`config.mk`:
```
export PLATFORM = sky130hd
export DESIGN_NAME = rom_readback_flat
export DESIGN_NICKNAME = d
export VERILOG_FILES = /design/src/rtl/rom_readback_if.sv /design/src/rtl/rom_readback.sv /design/src/flat_wrapper.sv
export SDC_FILE = /design/constraint.sdc
export NUM_CORES = 1
export LEC_CHECK = 0
export CAP_MARGIN = 40
export CORE_UTILIZATION = 40
export CTS_BUF_LIST = sky130_fd_sc_hd__clkbuf_4 sky130_fd_sc_hd__clkbuf_8
export DETAILED_ROUTE_END_ITERATION = 6
export PLACE_DENSITY = 0.71
export SLEW_MARGIN = 20
export SYNTH_ARGS = -nofsm -noshare
export SYNTH_HDL_FRONTEND = slang
export SYNTH_SLANG_ARGS = --single-unit
```
`constraint.sdc`:
```
create_clock -name CLK -period 3 [get_ports CLK]
set_input_delay 0.6 -clock CLK [delete_from_list [all_inputs] [get_ports CLK]]
set_output_delay 0.6 -clock CLK [all_outputs]
set_load 0.03 [all_outputs]
```
`src/rtl/rom_readback_if.sv`:
```
`default_nettype none
// ============================================================================
// rom_readback_if : Avalon-MM register port plus byte-wide PRG/CHR ROM port
// Rev 1.0 - initial release
// ============================================================================
interface rom_readback_if;
    logic [1:0]  AVL_ADDR;
    logic        AVL_CS;
    logic        AVL_READ;
    logic        AVL_WRITE;
    logic [31:0] AVL_WRITEDATA;
    logic [31:0] AVL_READDATA;
    logic [15:0] ROM_ADDR;
    logic        PRG_ROM_RD;
    logic        CHR_ROM_RD;
    logic [7:0]  PRG_ROM_Q;
    logic [7:0]  CHR_ROM_Q;

    // Host side: owns the Avalon request and models the ROM data return.
    modport master (
        output AVL_ADDR, AVL_CS, AVL_READ, AVL_WRITE, AVL_WRITEDATA,
        output PRG_ROM_Q, CHR_ROM_Q,
        input  AVL_READDATA, ROM_ADDR, PRG_ROM_RD, CHR_ROM_RD
    );

    modport slave (
        input  AVL_ADDR, AVL_CS, AVL_READ, AVL_WRITE, AVL_WRITEDATA,
        input  PRG_ROM_Q, CHR_ROM_Q,
        output AVL_READDATA, ROM_ADDR, PRG_ROM_RD, CHR_ROM_RD
    );
endinterface
`default_nettype wire

```
`src/rtl/rom_readback.sv`:
```
`default_nettype none
// ============================================================================
// rom_readback : scans a PRG or CHR ROM range and accumulates a byte checksum
// Rev 1.0 - initial release
// ============================================================================
module rom_readback #(
    parameter int READ_LATENCY = 1      // legal 1..3
) (
    input  wire logic     CLK,
    input  wire logic     RESET_N,
    rom_readback_if.slave bus
);

    typedef enum logic [1:0] {
        IDLE  = 2'd0,
        ISSUE = 2'd1,
        DRAIN = 2'd2
    } state_t;

    localparam logic [1:0] REG_CTRL     = 2'd0;
    localparam logic [1:0] REG_LENGTH   = 2'd1;
    localparam logic [1:0] REG_STATUS   = 2'd2;
    localparam logic [1:0] REG_CHECKSUM = 2'd3;

    localparam logic [READ_LATENCY-1:0] VP_OLDEST = READ_LATENCY'(1) << (READ_LATENCY - 1);

    state_t                  state;
    logic                    sel;
    logic [15:0]             start_addr;
    logic [16:0]             length;
    logic [16:0]             remaining;
    logic                    done;
    logic                    ovr;
    logic [31:0]             checksum;
    logic [7:0]              last_byte;
    logic [15:0]             next_addr;
    logic [15:0]             rom_addr;
    logic                    prg_rd;
    logic                    chr_rd;
    logic [READ_LATENCY-1:0] valid_pipe;
    logic [31:0]             readdata;

    logic       wr_en;
    logic       rd_en;
    logic       busy;
    logic       ctrl_wr;
    logic       start_req;
    logic       len_wr;
    logic       data_valid;
    logic       pipe_last;
    logic [7:0] rom_q;
    logic       unused_wdata_bits;

    assign wr_en      = bus.AVL_CS & bus.AVL_WRITE;
    assign rd_en      = bus.AVL_CS & bus.AVL_READ;
    assign busy       = (state != IDLE);
    assign ctrl_wr    = wr_en && (bus.AVL_ADDR == REG_CTRL);
    assign start_req  = ctrl_wr && bus.AVL_WRITEDATA[29];
    assign len_wr     = wr_en && (bus.AVL_ADDR == REG_LENGTH);
    assign data_valid = valid_pipe[READ_LATENCY-1];
    // True when the datum at the pipe output is the only read still in flight.
    assign pipe_last  = ((valid_pipe & ~VP_OLDEST) == '0);
    assign rom_q      = sel ? bus.PRG_ROM_Q : bus.CHR_ROM_Q;

    assign unused_wdata_bits = ^{bus.AVL_WRITEDATA[30], bus.AVL_WRITEDATA[28:17]};

    assign bus.AVL_READDATA = readdata;
    assign bus.ROM_ADDR     = rom_addr;
    assign bus.PRG_ROM_RD   = prg_rd;
    assign bus.CHR_ROM_RD   = chr_rd;

    always_ff @(posedge CLK or negedge RESET_N) begin
        if (!RESET_N) begin
            state      <= IDLE;
            sel        <= 1'b0;
            start_addr <= 16'd0;
            length     <= 17'd0;
            remaining  <= 17'd0;
            done       <= 1'b0;
            ovr        <= 1'b0;
            checksum   <= 32'd0;
            last_byte  <= 8'd0;
            next_addr  <= 16'd0;
            rom_addr   <= 16'd0;
            prg_rd     <= 1'b0;
            chr_rd     <= 1'b0;
            valid_pipe <= '0;
        end else begin
            valid_pipe <= (valid_pipe << 1) | READ_LATENCY'(prg_rd | chr_rd);

            if (data_valid) begin
                checksum  <= checksum + {24'd0, rom_q};
                last_byte <= rom_q;
            end

            case (state)
                IDLE: begin
                    if (len_wr) begin
                        length <= bus.AVL_WRITEDATA[16:0];
                    end
                    if (ctrl_wr) begin
                        sel        <= bus.AVL_WRITEDATA[31];
                        start_addr <= bus.AVL_WRITEDATA[15:0];
                    end
                    if (start_req) begin
                        checksum  <= 32'd0;
                        ovr       <= 1'b0;
                        next_addr <= bus.AVL_WRITEDATA[15:0];
                        if (length == 17'd0) begin
                            done <= 1'b1;
                        end else begin
                            done      <= 1'b0;
                            state     <= ISSUE;
                            remaining <= length;
                            rom_addr  <= bus.AVL_WRITEDATA[15:0];
                            prg_rd    <= bus.AVL_WRITEDATA[31];
                            chr_rd    <= ~bus.AVL_WRITEDATA[31];
                        end
                    end
                end

                ISSUE: begin
                    if (start_req || len_wr) begin
                        ovr <= 1'b1;
                    end
                    next_addr <= next_addr + 16'd1;
                    remaining <= remaining - 17'd1;
                    if (remaining == 17'd1) begin
                        prg_rd <= 1'b0;
                        chr_rd <= 1'b0;
                        state  <= DRAIN;
                    end else begin
                        rom_addr <= rom_addr + 16'd1;
                    end
                end

                DRAIN: begin
                    if (start_req || len_wr) begin
                        ovr <= 1'b1;
                    end
                    if (data_valid && pipe_last) begin
                        done  <= 1'b1;
                        state <= IDLE;
                    end
                end

                default: begin
                    prg_rd <= 1'b0;
                    chr_rd <= 1'b0;
                    state  <= IDLE;
                end
            endcase
        end
    end

    always_ff @(posedge CLK or negedge RESET_N) begin
        if (!RESET_N) begin
            readdata <= 32'd0;
        end else if (rd_en) begin
            case (bus.AVL_ADDR)
                REG_CTRL:     readdata <= {sel, 15'd0, start_addr};
                REG_LENGTH:   readdata <= {15'd0, length};
                REG_STATUS:   readdata <= {busy, done, ovr, 5'd0, last_byte, next_addr};
                REG_CHECKSUM: readdata <= checksum;
                default:      readdata <= 32'd0;
            endcase
        end
    end

endmodule
`default_nettype wire

```
`src/flat_wrapper.sv`:
```
// flat-port wrapper written by rule: the top's interface ports become plain ports
module rom_readback_flat 
#(
    parameter int READ_LATENCY = 1                   
)
  (CLK, RESET_N, bus_AVL_ADDR, bus_AVL_CS, bus_AVL_READ, bus_AVL_WRITE, bus_AVL_WRITEDATA, bus_PRG_ROM_Q, bus_CHR_ROM_Q, bus_AVL_READDATA, bus_ROM_ADDR, bus_PRG_ROM_RD, bus_CHR_ROM_RD);
  rom_readback_if bus_i ();
  input  wire logic CLK;
  input  wire logic RESET_N;
  input wire logic [$bits(bus_i.AVL_ADDR)-1:0] bus_AVL_ADDR;
  input wire logic [$bits(bus_i.AVL_CS)-1:0] bus_AVL_CS;
  input wire logic [$bits(bus_i.AVL_READ)-1:0] bus_AVL_READ;
  input wire logic [$bits(bus_i.AVL_WRITE)-1:0] bus_AVL_WRITE;
  input wire logic [$bits(bus_i.AVL_WRITEDATA)-1:0] bus_AVL_WRITEDATA;
  input wire logic [$bits(bus_i.PRG_ROM_Q)-1:0] bus_PRG_ROM_Q;
  input wire logic [$bits(bus_i.CHR_ROM_Q)-1:0] bus_CHR_ROM_Q;
  output wire logic [$bits(bus_i.AVL_READDATA)-1:0] bus_AVL_READDATA;
  output wire logic [$bits(bus_i.ROM_ADDR)-1:0] bus_ROM_ADDR;
  output wire logic [$bits(bus_i.PRG_ROM_RD)-1:0] bus_PRG_ROM_RD;
  output wire logic [$bits(bus_i.CHR_ROM_RD)-1:0] bus_CHR_ROM_RD;
  assign bus_i.AVL_ADDR = bus_AVL_ADDR;
  assign bus_i.AVL_CS = bus_AVL_CS;
  assign bus_i.AVL_READ = bus_AVL_READ;
  assign bus_i.AVL_WRITE = bus_AVL_WRITE;
  assign bus_i.AVL_WRITEDATA = bus_AVL_WRITEDATA;
  assign bus_i.PRG_ROM_Q = bus_PRG_ROM_Q;
  assign bus_i.CHR_ROM_Q = bus_CHR_ROM_Q;
  assign bus_AVL_READDATA = bus_i.AVL_READDATA;
  assign bus_ROM_ADDR = bus_i.ROM_ADDR;
  assign bus_PRG_ROM_RD = bus_i.PRG_ROM_RD;
  assign bus_CHR_ROM_RD = bus_i.CHR_ROM_RD;
  rom_readback #(.READ_LATENCY(READ_LATENCY)) u_core (.CLK(CLK), .RESET_N(RESET_N), .bus(bus_i));
endmodule
```
=== Word level (Yosys, flattened, before mapping) ===
Cells that the tools add are included.

* Register bits: 162
* Word-level logic and storage cells: 90
* Bits of input ports: 55
* Output and inout bits: 50

* Equality and inequality tests: 12
* Multiplexer cells: 33
* $add $sub $neg: 4
* Bitwise gates (word level): 5
* Reduce and logical (&&, ||, !) cells: 21

{| class="wikitable"
|+ Operators with widths
! kind !! count
|-
| one-hot mux 32 bit (4 select lines) || 1
|-
| 2-to-1 mux 32 bit || 3
|-
| 2-to-1 mux 16 bit || 4
|-
| one-hot mux 16 bit (2 select lines) || 2
|-
| 2-to-1 mux 17 bit || 2
|-
| one-hot mux 17 bit (2 select lines) || 1
|-
| adder 16 x 1 -> 16 bit (second input constant) || 2
|-
| adder 32 x 8 -> 32 bit || 1
|-
| equality test 17 x 1 -> 1 bit (second input constant) || 1
|-
| zero test 17 bit || 1
|-
| subtractor 17 x 1 -> 17 bit (second input constant) || 1
|-
| AND reduction 4 bit || 3
|-
| 2-to-1 mux 1 bit || 10
|-
| AND reduction 3 bit || 3
|-
| 2-to-1 mux 2 bit || 4
|-
| 2-to-1 mux 8 bit || 1
|-
| != test 2 x 1 -> 1 bit (second input constant) || 4
|-
| nonzero test 2 bit || 4
|-
| equality test 2 bit (second input constant) || 3
|-
| one-hot mux 1 bit (3 select lines) || 2
|-
| one-hot mux 2 bit (3 select lines) || 1
|-
| AND reduction 2 bit || 3
|-
| equality test 2 x 1 -> 1 bit (second input constant) || 2
|-
| zero test 2 bit || 2
|-
| other kinds (8) || 14
|}

=== Depth between registers and ports, before layout ===
Gate-level depths: netlist of run 1.

* Depth in word-level cells: 6
* Gate-level depth with buffers: 11
* Gate-level depth less buffers: 9

=== Least setup slack after synthesis of run 1 ===
No wires, ideal clock.

* Kind: flip-flop to flip-flop
* From: reg u_core.sel
* To: reg u_core.checksum[20]
* Path buffers: 2
* Slack: 225 ps
* Stages on the path, launching flop included: 12
* Setup time: 132 ps
* Clock period less this slack: 2775 ps
* Data required time: 2868 ps
* Data arrival time: 2644 ps
* Path through: dfrtp_1 -> clkbuf_1 -> mux2_2 -> ha_1 -> fa_1 -> a21o_1 -> a21oi_1 -> o21ai_0 -> clkbuf_1 -> nand4b_1 -> xor2_1 -> nor2_1

* Longest elaborated chain between the ends: 5

{| class="wikitable"
|+ RTL lines
! what !! line !! source
|-
| start: declaration || rom_readback.sv:28 || <nowiki>logic sel;</nowiki>
|-
| start signal: assignment || rom_readback.sv:102 || <nowiki>sel <= bus.AVL_WRITEDATA[31];</nowiki>
|-
| 2-to-1 mux 8 bit (*) || rom_readback.sv:63 || <nowiki>assign rom_q = sel ? bus.PRG_ROM_Q : bus.CHR_ROM_Q;</nowiki>
|-
| net u_core.rom_q[0] || rom_readback.sv:51 || <nowiki>logic [7:0] rom_q;</nowiki>
|-
| adder 32 x 8 -> 32 bit (*) || rom_readback.sv:92 || <nowiki>checksum <= checksum + {24'd0, rom_q};</nowiki>
|-
| 2-to-1 mux 32 bit (*) || rom_readback.sv:91 || <nowiki>if (data_valid) begin</nowiki>
|-
| 2-to-1 mux 32 bit || rom_readback.sv:105 || <nowiki>if (start_req) begin</nowiki>
|-
| 2-to-1 mux 32 bit (*) || rom_readback.sv:96 || <nowiki>case (state)</nowiki>
|-
| end signal: assignment || rom_readback.sv:92 ||
|-
| end: declaration || rom_readback.sv:34 || <nowiki>logic [31:0] checksum;</nowiki>
|}

The timed path passes the listed nets; every way through them passes the cells marked *.
A chain may end at the register's enable or synchronous reset.

=== Worst setup path in the final report of run 1 ===
* From: reg u_core.sel
* To: reg u_core.checksum[31]

Same word-level chain as after synthesis.

==> results of run 1 <==
==> registers in the layout (all words and copies together) (netlist names), 2 cells and up <==
name,cells
u_core.bus.ROM_ADDR,16
u_core.length,17
u_core.next_addr,16
u_core.state,2
u_core.checksum,32
u_core.start_addr,16
u_core.remaining,17
u_core.bus.AVL_READDATA,32
u_core.last_byte,8
==> final cells by class <==
class,instances,area (um2)
fill,1950,10500
multi-input combinational,634,4440
sequential,162,4050
timing repair buffer,139,1350
tap,275,344
clock buffer,19,255
clock inverter,13,160
inverter,21,78.8
==> metal layers <==
layer	track usage [%]	part of all wire, %	wire (um)
met5	0	0	0
met4	8.13	2.1	495
met3	3.63	4.7	1090
met2	34.7	48	11300
met1	28.8	45	10600
==> cell families (layout without fill, tap and decap cells) <==
| kind of cell | after synthesis | count (layout) | synth area share [%] |
|---|---|---|---|
| AO/OA/AOI/OAI | 191 | 191 | 13.7 |
| XOR/XNOR | 28 | 28 | 2.80 |
| adder cells (fa/ha/maj) | 16 | 16 | 2.37 |
| buffers and inverters | 67 | 192 | 3.04 |
| flip-flops | 162 | 162 | 46.3 |
| multiplexers | 104 | 104 | 15.1 |
| AND/OR/NAND/NOR | 295 | 295 | 16.6 |
==> power groups by stage <==
stage                     clock (mW)  combinational [mW]  sequential, mW
final                           1.69                1.65            2.65
after global placement             0                1.62            2.68
after CTS                       1.72                1.66            2.65
after floorplan                    0               0.761            2.85
after global routing            1.81                1.79            2.68
after detailed placement           0                1.65            2.69
==> placed cells by master, fill, tap and decap left out, types with 13 or more instances in the layout <==
| cell type | n |
|---|---|
| sky130_fd_sc_hd__nand2_1 | 69 |
| sky130_fd_sc_hd__a21oi_1 | 63 |
| sky130_fd_sc_hd__o22ai_1 | 13 |
| sky130_fd_sc_hd__nand3_1 | 32 |
| sky130_fd_sc_hd__mux2i_1 | 21 |
| sky130_fd_sc_hd__ha_1 | 14 |
| sky130_fd_sc_hd__nor2_1 | 97 |
| sky130_fd_sc_hd__o21ai_0 | 42 |
| sky130_fd_sc_hd__xnor2_1 | 18 |
| sky130_fd_sc_hd__mux4_2 | 16 |
| sky130_fd_sc_hd__buf_4 | 42 |
| sky130_fd_sc_hd__nand4_1 | 15 |
| sky130_fd_sc_hd__clkdlybuf4s50_1 | 89 |
| sky130_fd_sc_hd__mux2_2 | 67 |
| sky130_fd_sc_hd__inv_1 | 21 |
| sky130_fd_sc_hd__o22a_1 | 14 |
| sky130_fd_sc_hd__dfrtp_1 | 162 |
| sky130_fd_sc_hd__clkbuf_8 | 18 |
==> critical path, cell delays in order, from the launching register on <==
cell,delay [ps]
sky130_fd_sc_hd__dfrtp_1,530
sky130_fd_sc_hd__buf_4,230
sky130_fd_sc_hd__mux2_2,390
sky130_fd_sc_hd__ha_1,300
sky130_fd_sc_hd__a21o_1,130
sky130_fd_sc_hd__and4_1,220
sky130_fd_sc_hd__o21ai_0,80
sky130_fd_sc_hd__buf_4,160
sky130_fd_sc_hd__a2111oi_0,400
sky130_fd_sc_hd__buf_4,180
sky130_fd_sc_hd__xnor2_1,100
sky130_fd_sc_hd__nor2_1,50
==> worst paths after layout <==
kind	from	endpoint	slack, ps	cells after the start
max	u_core.sel	u_core.checksum[31]	100	11
min reg2reg	u_core.bus.AVL_READDATA[19]	u_core.bus.AVL_READDATA[19]	490	2
max in group asynchronous	RESET_N	u_core.bus.AVL_READDATA[9]	2090	2
min in group CLK	u_core.bus.AVL_READDATA[19]	u_core.bus.AVL_READDATA[19]	490	2
max reg2reg	u_core.sel	u_core.checksum[31]	100	11
min	RESET_N	u_core.bus.ROM_ADDR[2]	140	1
==> implementation parameters, run 1 <==
Parameter                              Value

Layout
  Final #Nets ... approximately 1000
  Non-filler cells in the finished layout ... approximately 1300
  Final core occ ... between 50% and 60%
  Proportion of layout cells with a drive suffix above 1 ... a little under a fifth
  Post-route cell area ... ~11000 um2
  Area Growth Syn to Fin ... 22.0%
  Number of diodes added for antenna fixing ... 0

Logic synthesis
  Number of flops mapped to enable cells by yosys ... 0
  Post-synthesis cell area ... just under 9000 um2
  Cell taking the most area after synthesis ... sky130_fd_sc_hd__dfrtp_1
  Sequential cell area fraction in the yosys report ... a little under half
  Distinct cell type count after synthesis ... about 70
  Cell with the most instances after synthesis ... sky130_fd_sc_hd__dfrtp_1
  Proportion of synthesized flip-flops having asynchronous set or reset ... between 90% and 100%
  Gate count of the mapped netlist ... about 860
  Flip-flop cell with the highest count after synthesis ... sky130_fd_sc_hd__dfrtp_1
  Most numerous cell types in the synthesized netlist ... sky130_fd_sc_hd__dfrtp_1 (162), sky130_fd_sc_hd__nor2_1 (98), sky130_fd_sc_hd__nand2_1 (69), sky130_fd_sc_hd__mux2_2 (67), sky130_fd_sc_hd__a21oi_1 (63)
  Mean post-synth cell area ... slightly above 10 um2
  Number of warning messages in the yosys log ... 0
  Flops & latches, synth ... about 160
  Portion of synthesized cell area occupied by the leading cell type ... approximately 46%
  Cell types with the largest area share after synthesis ... sky130_fd_sc_hd__dfrtp_1 (46%), sky130_fd_sc_hd__mux2_2 (8.6%), sky130_fd_sc_hd__nor2_1 (4.2%), sky130_fd_sc_hd__mux4_2 (4.1%), sky130_fd_sc_hd__a21oi_1 (3.6%)
  Post-synthesis net count ... between 900 and 1000

Timing
  Post-layout min period ... approximately 2900 ps
  Hold WS ... between 100 and 150 ps
  Final-layout setup total negative slack ... 0 ps
  Max transition margin ... 46.6%
  Actual transition at the worst max-transition pin ... approximately 800 ps
  Final-report hold violation count ... 0
  Worst Clk Skew ... 11.3 ps
  Endpoints failing setup ... 0
  Final clock period utilization by the worst path ... 96.8%
  Total count of max-transition violations in the final report ... 0
  Setup repair after global routing missed its margin ... false
  Maximum operating frequency ... 345 MHz
  Post-route setup slack ... 97.3 ps

Clocking
  Clock-pin slew on the worst setup and hold paths ... ~90 ps
  Clock latency reported for the late side of the worst-skew pair ... between 400 and 500 ps
  TritonCTS clock tree ... yes
  Buffer count from post-CTS setup fixing ... 0
  Cell chosen for the clock root ... sky130_fd_sc_hd__clkbuf_8
  Hold_buf cts ... 0
  Clock tree sinks ... about 160
  Post-CTS Resized ... 0
  H-tree depth ... 4
  Number of buffers between clock root and the deepest sink ... 2
  Number of buffers added by the clock tree synthesis step ... 17

Floorplanning
  Full die area ... 22500 um2
  Initial standard-cell utilization of the core ... 41.2%
  Row cnt ... between 50 and 60
  Die outline width ... between 100 and 150 um
  Io pins ... 105
  Die outline height ... about 150 um
  Core area ... ~21000 um2

Pwr
  Power per cell area ... 561 nW/um2
  Static power due to leakage ... around 4.7 nW
  Flop pwr share ... between 40% and 50%
  Worst vdd ir ... between 0.0003 and 0.0004 V
  Power after layout ... approximately 6 mW
  Internal power ... roughly 4 mW
  Part of the total power dissipated in the clock network ... between 20% and 30%
  Relative contribution of combinational cells to total power ... about 28%
  Switching share of total power ... about a third
  Switching power ... ~1.9 mW

Placement
  Post-Place Setup Slack ... -60.5 ps
  RePlAce Congestion ... slightly below 0.9
  Half-perimeter wire length of the detailed placement result ... 16700 um
  Number of buffers inserted by port buffering ... just over 90
  Number of instances in the placed design ... between 1000 and 1500
  Total cell area at the placement stage ... a little over 10000 um2

Critical path
  Type of element launching the critical path ... register
  Data arrival, critical path ... roughly 3300 ps
  Largest fanout on the critical path ... 7
  Setup CP Type ... reg2reg
  Nature of the critical path endpoint ... register
  Critical path data required time ... ~3400 ps

Global route
  First-pass GRT wire length ... 37000 um
  Pin count of the biggest net entering global routing ... a little under 90
  Overall overflow remaining after global route ... 0
  Number of antenna violations at the first check in global routing ... 0
  Vias in the first global route ... 6993
  Aggregate global-route resource usage ... between 20% and 30%

Routing
  Via density ... between 5 and 6
  Router iterations before antenna repair ... 5
  Number of antenna-violating nets in the routed design ... 0
  Violation count after the first detailed-route iteration ... 507
  Routed len/inst ... ~19 um
  Via total after detailed routing ... ~7200
  DRC violation count after routing ... 0
  Detailed-route wire length ... about 23000 um

Worst hold path
  Min-Delay Path Class ... in2async

Status
  Result of the run ... finished, final reports clean

Flow run
  Number of maximum-capacitance violations ... 0
Note: power is estimated with default switching activity, not from simulation.
==> inputs of run 2 (changes only) <==
--- a/config.mk
+++ b/config.mk
@@ -9,7 +9,8 @@
 export CORE_UTILIZATION = 40
 export CTS_BUF_LIST = sky130_fd_sc_hd__clkbuf_4 sky130_fd_sc_hd__clkbuf_8
 export DETAILED_ROUTE_END_ITERATION = 6
-export PLACE_DENSITY = 0.71
+export DONT_BUFFER_PORTS = 1
+export PLACE_DENSITY = 0.65
 export SLEW_MARGIN = 20
 export SYNTH_ARGS = -nofsm -noshare
 export SYNTH_HDL_FRONTEND = slang
==> implementation parameters, run 2 (same netlist as run 1, synthesis figures left out) <==
Parameter                              Value

Clocking
  Cell chosen for the clock root ... sky130_fd_sc_hd__clkbuf_8
  H-tree depth ... 4
  Number of buffers added by the clock tree synthesis step ... 17
  Clock-pin slew on the worst setup and hold paths ... around 90 ps
  TritonCTS clock tree ... yes
  Buffer count from post-CTS setup fixing ... 0
  Number of buffers between clock root and the deepest sink ... 2
  Clock latency reported for the late side of the worst-skew pair ... between 400 and 500 ps
  Clock tree sinks ... around 160

Critical path
  Type of element launching the critical path ... register
  Worst setup path startpoint ... u_core.sel
  Kind of cell with the highest combined delay on the critical path ... compound AO/OA/AOI/OAI gates
  Nature of the critical path endpoint ... register
  Critical path data required time ... 3360 ps
  Minimum setup slack among reg-to-reg paths ... 160 ps
  CP Capture Point ... u_core.checksum[31]
  Endpoint of the lowest-slack register-to-register path ... u_core.checksum[31]
  WP depth ... 10
  Cell depth of the worst flop-to-flop path ... 10
  Setup CP Type ... reg2reg
  Peak per-stage delay on the critical path ... approximately 510 ps
  Most used cell along the critical path ... sky130_fd_sc_hd__buf_4
  Data arrival, critical path ... between 3000 and 4000 ps
  Cell-by-cell listing of the critical path ... buf_4 > mux2_2 > ha_1 > a21o_1 > and3_1 > a21oi_1 > a2111oi_1 > buf_4 > xnor2_1 > nor2_1
  Largest fanout on the critical path ... 7
  Slowest cell on crit path ... sky130_fd_sc_hd__dfrtp_2
  Reg-to-Reg Start ... u_core.sel
  Number of buffer and inverter instances along the worst setup path ... 2

Global route
  Pin count of the biggest net entering global routing ... 163
  Vias in the first global route ... around 6300
  Overall overflow remaining after global route ... 0
  Aggregate global-route resource usage ... between 20% and 30%
  Number of antenna violations at the first check in global routing ... 0
  First-pass GRT wire length ... between 30000 and 40000 um

Routing
  Violation count after the first detailed-route iteration ... 478
  Via total after detailed routing ... about 6700
  Via density ... around 5.8
  M1 wire length ... a little over 10000 um
  DRC violation count after routing ... 0
  Number of antenna-violating nets in the routed design ... 0
  Wire length on met2 ... 10600 um
  Router iterations before antenna repair ... 5
  Detailed-route wire length ... around 22000 um
  Routed len/inst ... between 15 and 20 um
  Highest signal layer in the routed design ... met4
  Met3 routed wirelength ... approximately 1300 um

Layout
  Proportion of layout cells with a drive suffix above 1 ... between 10% and 20%
  Post-route cell area ... around 9500 um2
  Area of the multi-input gates ... between 4000 and 5000 um2
  Area occupied by registers ... around 4000 um2
  Final #Nets ... 935
  Most frequent cells in the layout ... sky130_fd_sc_hd__dfrtp_1 (161), sky130_fd_sc_hd__nor2_1 (97), sky130_fd_sc_hd__nand2_1 (69)
  Filler Cells Inserted ... between 2000 and 2500
  Most common cell after layout, fill and taps aside ... sky130_fd_sc_hd__dfrtp_1
  Number of diodes added for antenna fixing ... 0
  Area Growth Syn to Fin ... 8.66%

Pwr
  Power per cell area ... ~560 nW/um2
  Part of the total power dissipated in the clock network ... 28.4%
  Flop pwr share ... 54.1%
  Static power due to leakage ... 4.18 nW
  Switching share of total power ... a little over a third
  Switching power ... between 1.5 and 2 mW
  Power after layout ... between 5 and 6 mW
  Relative contribution of combinational cells to total power ... between 10% and 20%
  Worst vdd ir ... a little over 0.0003 V
  Internal power ... around 3.5 mW

Timing
  Setup repair after global routing missed its margin ... false
  Hold WS ... -183 ps
  Final-report hold violation count ... roughly 160
  Endpoints failing setup ... 0
  Final clock period utilization by the worst path ... between 90 and 100%
  Maximum operating frequency ... 352 MHz
  Max transition margin ... between 40% and 50%
  Total count of max-transition violations in the final report ... 0
  Post-layout min period ... between 2000 and 3000 ps
  Worst Clk Skew ... about 13 ps
  Actual transition at the worst max-transition pin ... 752 ps

Placement
  RePlAce Congestion ... between 0.8 and 0.9
  Number of buffers inserted by port buffering ... 0
  Total cell area at the placement stage ... 9110 um2
  Half-perimeter wire length of the detailed placement result ... 15500 um

Floorplanning
  Initial standard-cell utilization of the core ... between 40% and 50%
  Core area ... between 20000 and 25000 um2
  Die outline width ... 150 um
  Full die area ... around 22000 um2
  Io pins ... ~110
  Row cnt ... 53
  Die outline height ... roughly 150 um

Status
  Violations in the final reports ... hold timing
  Result of the run ... complete, but fails checks

Flow run
  Number of maximum-capacitance violations ... 0

Worst hold path
  Min-Delay Path Class ... in2async
run 2: power by group through the flow:
stage                     logic, mW  registers [mW]  clock network (mW)
after floorplan               0.761            2.85                   0
after global placement        0.898            2.94                   0
after detailed placement      0.925            2.94                   0
after CTS                     0.930            2.90                1.56
after global routing           1.05            2.93                1.64
final                         0.937            2.90                1.52
run 2: worst min-delay path by stage:
stage                            endpoint  slack, ps  depth (start not counted)
6_report           u_core.bus.ROM_ADDR[1]       -180                          0
5_1_grt            u_core.bus.ROM_ADDR[1]       -210                          0
3_3_place_gp       u_core.bus.ROM_ADDR[2]        310                          0
3_5_place_dp       u_core.bus.ROM_ADDR[2]        310                          0
4_1_cts        u_core.bus.AVL_READDATA[7]       -220                          0
2_1_floorplan  u_core.bus.AVL_READDATA[0]        300                          0
run 2: through the flow:
stage          setup WS, ps  TNS, ps  hold slack [ps]  utilization (%)  cells
2_1_floorplan           225        0              304                -    863
3_3_place_gp          -5.84    -5.84              309             42.9   1118
3_5_place_dp           13.5        0              310             42.9   1118
4_1_cts                2.59        0             -219             44.6   1150
5_1_grt                9.97        0             -212             44.8   1152
6_report                162        0             -183             44.8   1152
run 2: area by class of cell:
type / instances / area share, %
multi-input cells: 634 / 46.7
flip-flops and latches: 162 / 42.6
well taps: 275 / 3.62
clock buffers: 18 / 2.54
repair buffers: 28 / 2.42
clock inverters: 14 / 1.29
inverters: 21 / 0.829
run 2: metal layers:
metal,GRT usage [%],up-vias
met5,0,-
met4,7.12,0
met3,5.09,30
met2,32.4,176
met1,28.2,3365
li1,-,3154
run 2: what timing repair did:
item | in CTS | in global routing
hold endpoints to repair | 162 | 162
setup endpoints to repair | 0 | 21
gates resized for setup | 0 | 3
==> inputs of run 3 (changes only) <==
--- a/config.mk
+++ b/config.mk
@@ -8,9 +8,10 @@
 export CAP_MARGIN = 40
 export CORE_UTILIZATION = 40
 export CTS_BUF_LIST = sky130_fd_sc_hd__clkbuf_4 sky130_fd_sc_hd__clkbuf_8
+export CTS_CLUSTER_DIAMETER = 60
 export DETAILED_ROUTE_END_ITERATION = 6
 export DONT_BUFFER_PORTS = 1
-export PLACE_DENSITY = 0.65
+export PLACE_DENSITY = 0.54
 export SLEW_MARGIN = 20
 export SYNTH_ARGS = -nofsm -noshare
 export SYNTH_HDL_FRONTEND = slang
==> implementation parameters, run 3 (same netlist as run 1, synthesis figures left out) <==
Parameter                              Value

Clocking
  Cell chosen for the clock root ... sky130_fd_sc_hd__clkbuf_8
  Clock latency reported for the late side of the worst-skew pair ... 470 ps
  TritonCTS clock tree ... yes
  Clock-pin slew on the worst setup and hold paths ... 100 ps
  H-tree depth ... 4
  Number of buffers between clock root and the deepest sink ... 2
  Number of buffers added by the clock tree synthesis step ... 17
  Clock tree sinks ... roughly 160

Critical path
  Slowest cell on crit path ... sky130_fd_sc_hd__dfrtp_2
  Number of buffer and inverter instances along the worst setup path ... 2
  Reg-to-Reg Start ... u_core.sel
  Kind of cell with the highest combined delay on the critical path ... compound AO/OA/AOI/OAI gates
  Cell depth of the worst flop-to-flop path ... 10
  CP Capture Point ... u_core.checksum[11]
  Critical path data required time ... roughly 3400 ps
  Data arrival, critical path ... 3180 ps
  Setup CP Type ... reg2reg
  Minimum setup slack among reg-to-reg paths ... 170 ps
  Most used cell along the critical path ... sky130_fd_sc_hd__buf_4
  Largest fanout on the critical path ... 10
  Cell-by-cell listing of the critical path ... buf_4 > mux2_2 > ha_1 > a21o_1 > and3_1 > a21oi_1 > buf_4 > a21boi_0 > xnor2_1 > nor2_1
  Peak per-stage delay on the critical path ... between 400 and 500 ps
  Type of element launching the critical path ... register
  Nature of the critical path endpoint ... register
  Endpoint of the lowest-slack register-to-register path ... u_core.checksum[11]
  WP depth ... 10
  Worst setup path startpoint ... u_core.sel

Status
  Result of the run ... complete, but fails checks
  Violations in the final reports ... hold timing

Global route
  Vias in the first global route ... roughly 6600
  Pin count of the biggest net entering global routing ... about 160
  Number of antenna violations at the first check in global routing ... 0
  First-pass GRT wire length ... approximately 38000 um
  Aggregate global-route resource usage ... between 20 and 25%
  Overall overflow remaining after global route ... 0

Routing
  Via total after detailed routing ... around 6700
  Violation count after the first detailed-route iteration ... approximately 500
  Number of antenna-violating nets in the routed design ... 0
  Detailed-route wire length ... 23900 um
  Router iterations before antenna repair ... 5
  DRC violation count after routing ... 0
  Routed len/inst ... around 21 um
  Via density ... around 5.8

Pwr
  Power after layout ... between 5 and 6 mW
  Worst vdd ir ... about 0.00037 V
  Power per cell area ... approximately 570 nW/um2
  Static power due to leakage ... around 4.2 nW

Placement
  Number of instances in the placed design ... about 1100
  RePlAce Congestion ... about 0.86
  Number of buffers inserted by port buffering ... 0
  Half-perimeter wire length of the detailed placement result ... between 15000 and 20000 um

Layout
  Proportion of layout cells with a drive suffix above 1 ... 18.8%
  Non-filler cells in the finished layout ... 1154
  Filler Cells Inserted ... between 2000 and 2500
  Final core occ ... between 40% and 50%
  Most common cell after layout, fill and taps aside ... sky130_fd_sc_hd__dfrtp_1
  Number of diodes added for antenna fixing ... 0
  Area Growth Syn to Fin ... 9.12%
  Most frequent cells in the layout ... sky130_fd_sc_hd__dfrtp_1 (161), sky130_fd_sc_hd__nor2_1 (97), sky130_fd_sc_hd__nand2_1 (69)
  Final #Nets ... approximately 940

Flow run
  Number of maximum-capacitance violations ... 0

Floorplanning
  Full die area ... around 22000 um2
  Die outline height ... 150 um
  Initial standard-cell utilization of the core ... between 40% and 50%
  Io pins ... ~110
  Row cnt ... 53
  Die outline width ... approximately 150 um
  Core area ... 21200 um2

Timing
  Endpoints failing setup ... 0
  Maximum operating frequency ... between 300 and 400 MHz
  Total count of max-transition violations in the final report ... 0
  Final clock period utilization by the worst path ... ~94%
  Final-layout setup total negative slack ... 0 ps
  Actual transition at the worst max-transition pin ... 764 ps
  Max transition margin ... about half
  Post-layout min period ... approximately 2800 ps
  Setup repair after global routing missed its margin ... false
  Hold WS ... -180 ps
  Final-report hold violation count ... between 150 and 200
  Worst Clk Skew ... between 15 and 20 ps

Worst hold path
  Min-Delay Path Class ... in2async
-- run 3: worst min-delay path by stage --
stage / startpoint / end / slack [ps] / depth (start not counted)
5_1_grt: RESET_N / u_core.bus.ROM_ADDR[0] / -220 / 0
2_1_floorplan: RESET_N / u_core.bus.AVL_READDATA[0] / 300 / 0
3_5_place_dp: RESET_N / u_core.bus.ROM_ADDR[6] / 310 / 0
4_1_cts: RESET_N / u_core.bus.ROM_ADDR[6] / -210 / 0
3_3_place_gp: RESET_N / u_core.bus.ROM_ADDR[5] / 310 / 0
6_report: RESET_N / u_core.bus.ROM_ADDR[6] / -180 / 0
-- run 3: layout make-up --
type,instances,area (um2),share of cell area [%]
Inverter,21,78.8,0.825
Sequential cell,162,4060,42.5
Clock buffer,20,263,2.75
Multi-Input combinational cell,634,4440,46.5
Clock inverter,12,121,1.27
Tap cell,275,344,3.60
Timing Repair Buffer,30,245,2.57
-- run 3: what timing repair did --
action	in CTS	in global routing
setup buffers	0	1
setup endpoints to repair	1	4
gates cloned	0	0
resized for setup	2	1
pin swaps	0	0
hold endpoints to repair	162	162
-- run 3: where the power goes --
part / total, mW / switching [mW] / leakage [nW] / internal [mW]
Sequential: 2.90 / 0.501 / 2.08 / 2.40
Clock: 1.60 / 0.889 / 0.190 / 0.715
Combinational: 0.946 / 0.466 / 1.93 / 0.480
-- run 3: routing by layer --
layer | GRT usage [%] | vias up | share of wire, %
met2 | 34.9 | 187 | 47
li1 | - | 3157 | -
met5 | 0 | - | 0
met1 | 31.0 | 3368 | 45
met4 | 7.53 | 0 | 1.8
met3 | 4.51 | 27 | 5.6
-- run 3: through the flow --
| stage | hold WS, ps | setup WS (ps) | instance area, um2 |
|---|---|---|---|
| 2_1_floorplan | 304 | 225 | 8750 |
| 6_report | -180 | 168 | 9550 |
| 5_1_grt | -217 | 10.5 | 9550 |
| 3_3_place_gp | 312 | -111 | 9120 |
| 3_5_place_dp | 311 | -131 | 9120 |
| 4_1_cts | -207 | 66.7 | 9500 |
-- run 3: worst reg2reg max path, delay by kind of cell (launching register included) --
kind | cells | cell delay [ps]
AOI/OAI and AO/OA | 3 | 620
DFF | 1 | 490
muxes | 1 | 370
and+or+nand+nor | 2 | 230
adders and majority gates | 1 | 390
buffers and inverters | 2 | 440
xor gates and xnor gates | 1 | 170
==> edit 1, RTL diff (settings of run 2) <==
The 3 states of `state_t` get a one-hot encoding in 3 bits.
--- a/src/rtl/rom_readback.sv
+++ b/src/rtl/rom_readback.sv
@@ -12,8 +12,8 @@
 );
 
-    typedef enum logic [1:0] {
-        IDLE  = 2'd0,
-        ISSUE = 2'd1,
-        DRAIN = 2'd2
+    typedef enum logic [2:0] {
+        IDLE  = 3'b001,
+        ISSUE = 3'b010,
+        DRAIN = 3'b100
     } state_t;
 
Formal check against the unedited RTL: same outputs for any inputs over 4 cycles, from zero or initial values and one cycle with RESET_N low; so few cycles prove little.
==> edit 1 against run 2 <==
  * The flow still finishes with violations (negative hold slack)
  * Total power grew 35%
  * Non-clock buffer count shrank 7
  * Sequential share of layout area grew 1.0 points
  * Sequential cell count up 1
  * Clock skew grew 4.0 ps
  * Synthesized area shrank 1.8%
  * Die area decreased by 1.8%
  * Worst hold slack worse by 12 ps
  * Fmax is 0.60% higher
  * Final area down 1.8%
  * Routed wire length is 2.5% lower
  * Core utilization shrank 0.39 points
  * Count of clock-buffer cells in the layout increased by 1
  * Worst setup slack improved by 17 ps
  * Critical path type unchanged
  * Largest cell class unchanged
==> edit 1: results (changes against run 2) <==
cell count after placement 1073 (-4.0%); Detailed Route WL 21900 um (-2.5%); Worst Path Arrival 3220 ps (+20 ps); placed cell areas 0.00891 mm^2 (-2.2%); sequential share of the synthesized area 47.5% (+1.2 points); status finished with violations; clock skew 16.7 ps (+4.01 ps); Power Clock 1.66 mW (+9%); FILL cells 1953 (-4.5%); WL/cell 19.8 um (+1.3%); Tightest Pin Transition 701 ps (-50.8 ps); share of layout cells above drive strength 1 19.0% (+0.50 points); final HPWL from detailed placement 14900 um (-3.8%); invs w/o clock 18 (-14%); Pleak 3.87 nW (-7.4%); Hold Vio Cnt, Final 162 (unchanged); pre-CTS WS 128 ps (+115 ps); GRT Overall Usage 20.7% (-0.067 points); global placement routability congestion 0.838 (-0.47%); number of multi-input logic gates 599 (-5.5%); vias in the first global route 6053 (-3.9%); Max stage delay cell, worst path or4_1; internal cell power 4.48 mW (+29%); Area Growth Syn to Fin 8.69% (about the same); failing checks negative hold slack; Hold WS -196 ps (-12.3 ps)
## edit 1: path summary, 6_finish.rpt
| check | start | end | slack, ps | depth (start not counted) |
|---|---|---|---|---|
| worst max-delay path | u_core.sel | u_core.checksum[14] | 180 | 9 |
| worst min-delay path | RESET_N | u_core.bus.AVL_READDATA[21] | -200 | 0 |
| worst max register to register | u_core.sel | u_core.checksum[14] | 180 | 9 |
| worst min register to register | u_core.ovr | u_core.ovr | 490 | 2 |
| max in group asynchronous | RESET_N | u_core.state[0] | 2890 | 0 |
| min in group CLK | bus_AVL_WRITEDATA[31] | u_core.bus.PRG_ROM_RD | 260 | 2 |
## edit 1: worst max-delay path: cells and delay by family, from the launching register on
kind / cells / cell delay [ps]
DFF: 1 / 470
muxes: 1 / 360
adders and majority gates: 1 / 420
and+or+nand+nor: 3 / 930
AOI/OAI and AO/OA: 3 / 370
buffers and inverters: 1 / 190
==> edit 2, RTL diff (flow settings as in run 2) <==
Without the edit above. `READ_LATENCY` is set to 1 in 2 places; all go to 2.
--- a/src/rtl/rom_readback.sv
+++ b/src/rtl/rom_readback.sv
@@ -5,5 +5,5 @@
 // ============================================================================
 module rom_readback #(
-    parameter int READ_LATENCY = 1      // legal 1..3
+    parameter int READ_LATENCY = 2      // legal 1..3
 ) (
     input  wire logic     CLK,
--- a/src/flat_wrapper.sv
+++ b/src/flat_wrapper.sv
@@ -2,5 +2,5 @@
 module rom_readback_flat 
 #(
-    parameter int READ_LATENCY = 1                   
+    parameter int READ_LATENCY = 2                   
 )
   (CLK, RESET_N, bus_AVL_ADDR, bus_AVL_CS, bus_AVL_READ, bus_AVL_WRITE, bus_AVL_WRITEDATA, bus_PRG_ROM_Q, bus_CHR_ROM_Q, bus_AVL_READDATA, bus_ROM_ADDR, bus_PRG_ROM_RD, bus_CHR_ROM_RD);
Check against the original RTL: not equivalent (a bounded check fails within 10 cycles, from zero or initial values and one cycle with RESET_N low).
==> edit 2 against run 2 <==
  * The run still ends with negative hold slack left
  * Core utilization decreased by 0.059 points
  * Final area is 0.13% lower
  * Count of clock-buffer cells in the layout rose by 1
  * Global-route usage up 0.60 points
  * Worst hold slack got worse by 5.9 ps
  * Synthesized area barely moved
  * Worst setup slack worse by 2.9 ps
  * Sequential share of layout area grew 0.32 points
  * Routed wire length rose by 0.24%
  * Sequential cell count rose by 1
  * Via count unchanged
  * Critical path type unchanged
Power is not compared: it rests on default switching activity, and its combinational part moved more than twofold at a synthesized area within 25%.
==> edit 2: results (changes against run 2) <==
vias in the first global route 6506 (+3.3%); share of layout cells above drive strength 1 17.9% (-0.53 points); Slowest Stage Delay on Critical Path 440 ps (-70 ps); final HPWL from detailed placement 15800 um (+1.9%); #FFs+latches synth 163 (+0.62%); largest net degree at the start of global routing 164 (+0.61%); final-stage net count 944 (+0.96%); insertion delay to the later sink of the worst-skew pair 480 ps (about the same); Iter 0 DRT Violations 583 (+22%); pre-CTS WS 78.4 ps (+64.9 ps); Slew headroom 52.3% (+2.7 points); status finished with violations; sequential share of the synthesized area 46.6% (+0.28 points); Distinct cells, synth 66 (-4.3%); Detailed Route WL 22500 um (+0.24%); failing checks negative hold slack; Post-Synth XOR/XNOR Area 2.20% (-0.60 points); multiplexer area fraction after synthesis 14.1% (-1.0 points); Hold Vio Cnt, Final 163 (+0.62%); clock skew 8.98 ps (-3.67 ps); GRT Overall Usage 21.4% (+0.60 points); adder-cell share of the synthesized area 2.37% (about the same); Hold WS -189 ps (-5.88 ps); Clock Path Buffers 2 (unchanged); FILL cells 2039 (-0.34%); Commonest cells post-synth dfrtp_1, nor2_1, nand2_1; global placement routability congestion 0.837 (-0.69%); Synth Area in Compound Gates 15.2% (+1.5 points); setup TNS 0 ps (unchanged); Max VDD drop 494 uV
==> edit 2: changes by cell type after synthesis, sizes merged, moves of 6 or more <==
cell | run 2 | this run
a211oi | 2 | 9
o22a | 14 | 3
o221a | 0 | 7
xnor2 | 18 | 6
buf | 6 | 20
o21ai | 44 | 70
clkbuf | 40 | 23
a21oi | 64 | 71
mux2 | 67 | 60
nand2 | 69 | 78
inv | 21 | 15
xor2 | 10 | 16
==> edit 2: where the power goes <==
| group | switching (mW) | total, mW | internal, mW |
|---|---|---|---|
| sequential | 1.51 | 4.57 | 3.06 |
| combinational | 1.93 | 3.74 | 1.81 |
| clock | 0.885 | 1.58 | 0.700 |
==> edit 2: final timing paths <==
path / end / slack [ps] / cells after the start
min: u_core.bus.ROM_ADDR[3] / -190 / 0
min reg2reg: u_core.valid_pipe[1] / 400 / 0
max in group asynchronous: u_core.remaining[4] / 2860 / 0
max: u_core.checksum[18] / 160 / 10
max reg2reg: u_core.checksum[18] / 160 / 10
min in group CLK: u_core.bus.PRG_ROM_RD / 260 / 2
==> edit 2: critical path: cells and delay by family (launching register included) <==
kind / cells / cell delay [ps]
XOR/XNOR: 1 / 160
adder cells (fa/ha/maj): 2 / 660
multiplexers: 1 / 380
buffers and inverters: 1 / 180
AO/OA/AOI/OAI: 2 / 600
AND/OR/NAND/NOR: 3 / 300
flip-flops: 1 / 440
==> edit 2: metal layers <==
metal | global-route usage (%) | routed length, um | up-vias
met4 | 7.53 | 585 | 0
met1 | 29.0 | 9880 | 3296
met5 | 0 | 0 | -
met2 | 33.2 | 10500 | 202
met3 | 5.37 | 1510 | 35
li1 | - | - | 3192
==> edit 2: kinds of logic after synthesis <==
family / count (synthesis)
AOI/OAI and AO/OA: 218
xor gates and xnor gates: 22
muxes: 96
buffers and inverters: 59
adders and majority gates: 16
and+or+nand+nor: 297
DFF: 163
==> edit 2: timing repair <==
action,CTS,global route
endpoints found under the hold margin,163,163
resized for setup,0,2
setup endpoints to repair,0,9
==> edit 2: stage by stage <==
step / area, um^2 / cells
after floorplan: 8750 / 871
after global placement: 9100 / 1128
after CTS: 9490 / 1161
final: 9500 / 1161
after global routing: 9500 / 1161
after detailed placement: 9110 / 1129
==> edit 2: cell type report <==
| type | count | area share [%] |
|---|---|---|
| Timing Repair Buffer | 26 | 2.27 |
| Tap cell | 275 | 3.62 |
| Clock inverter | 13 | 1.30 |
| Sequential cell | 163 | 43.0 |
| Inverter | 16 | 0.632 |
| Multi-Input combinational cell | 649 | 46.5 |
| Clock buffer | 19 | 2.69 |
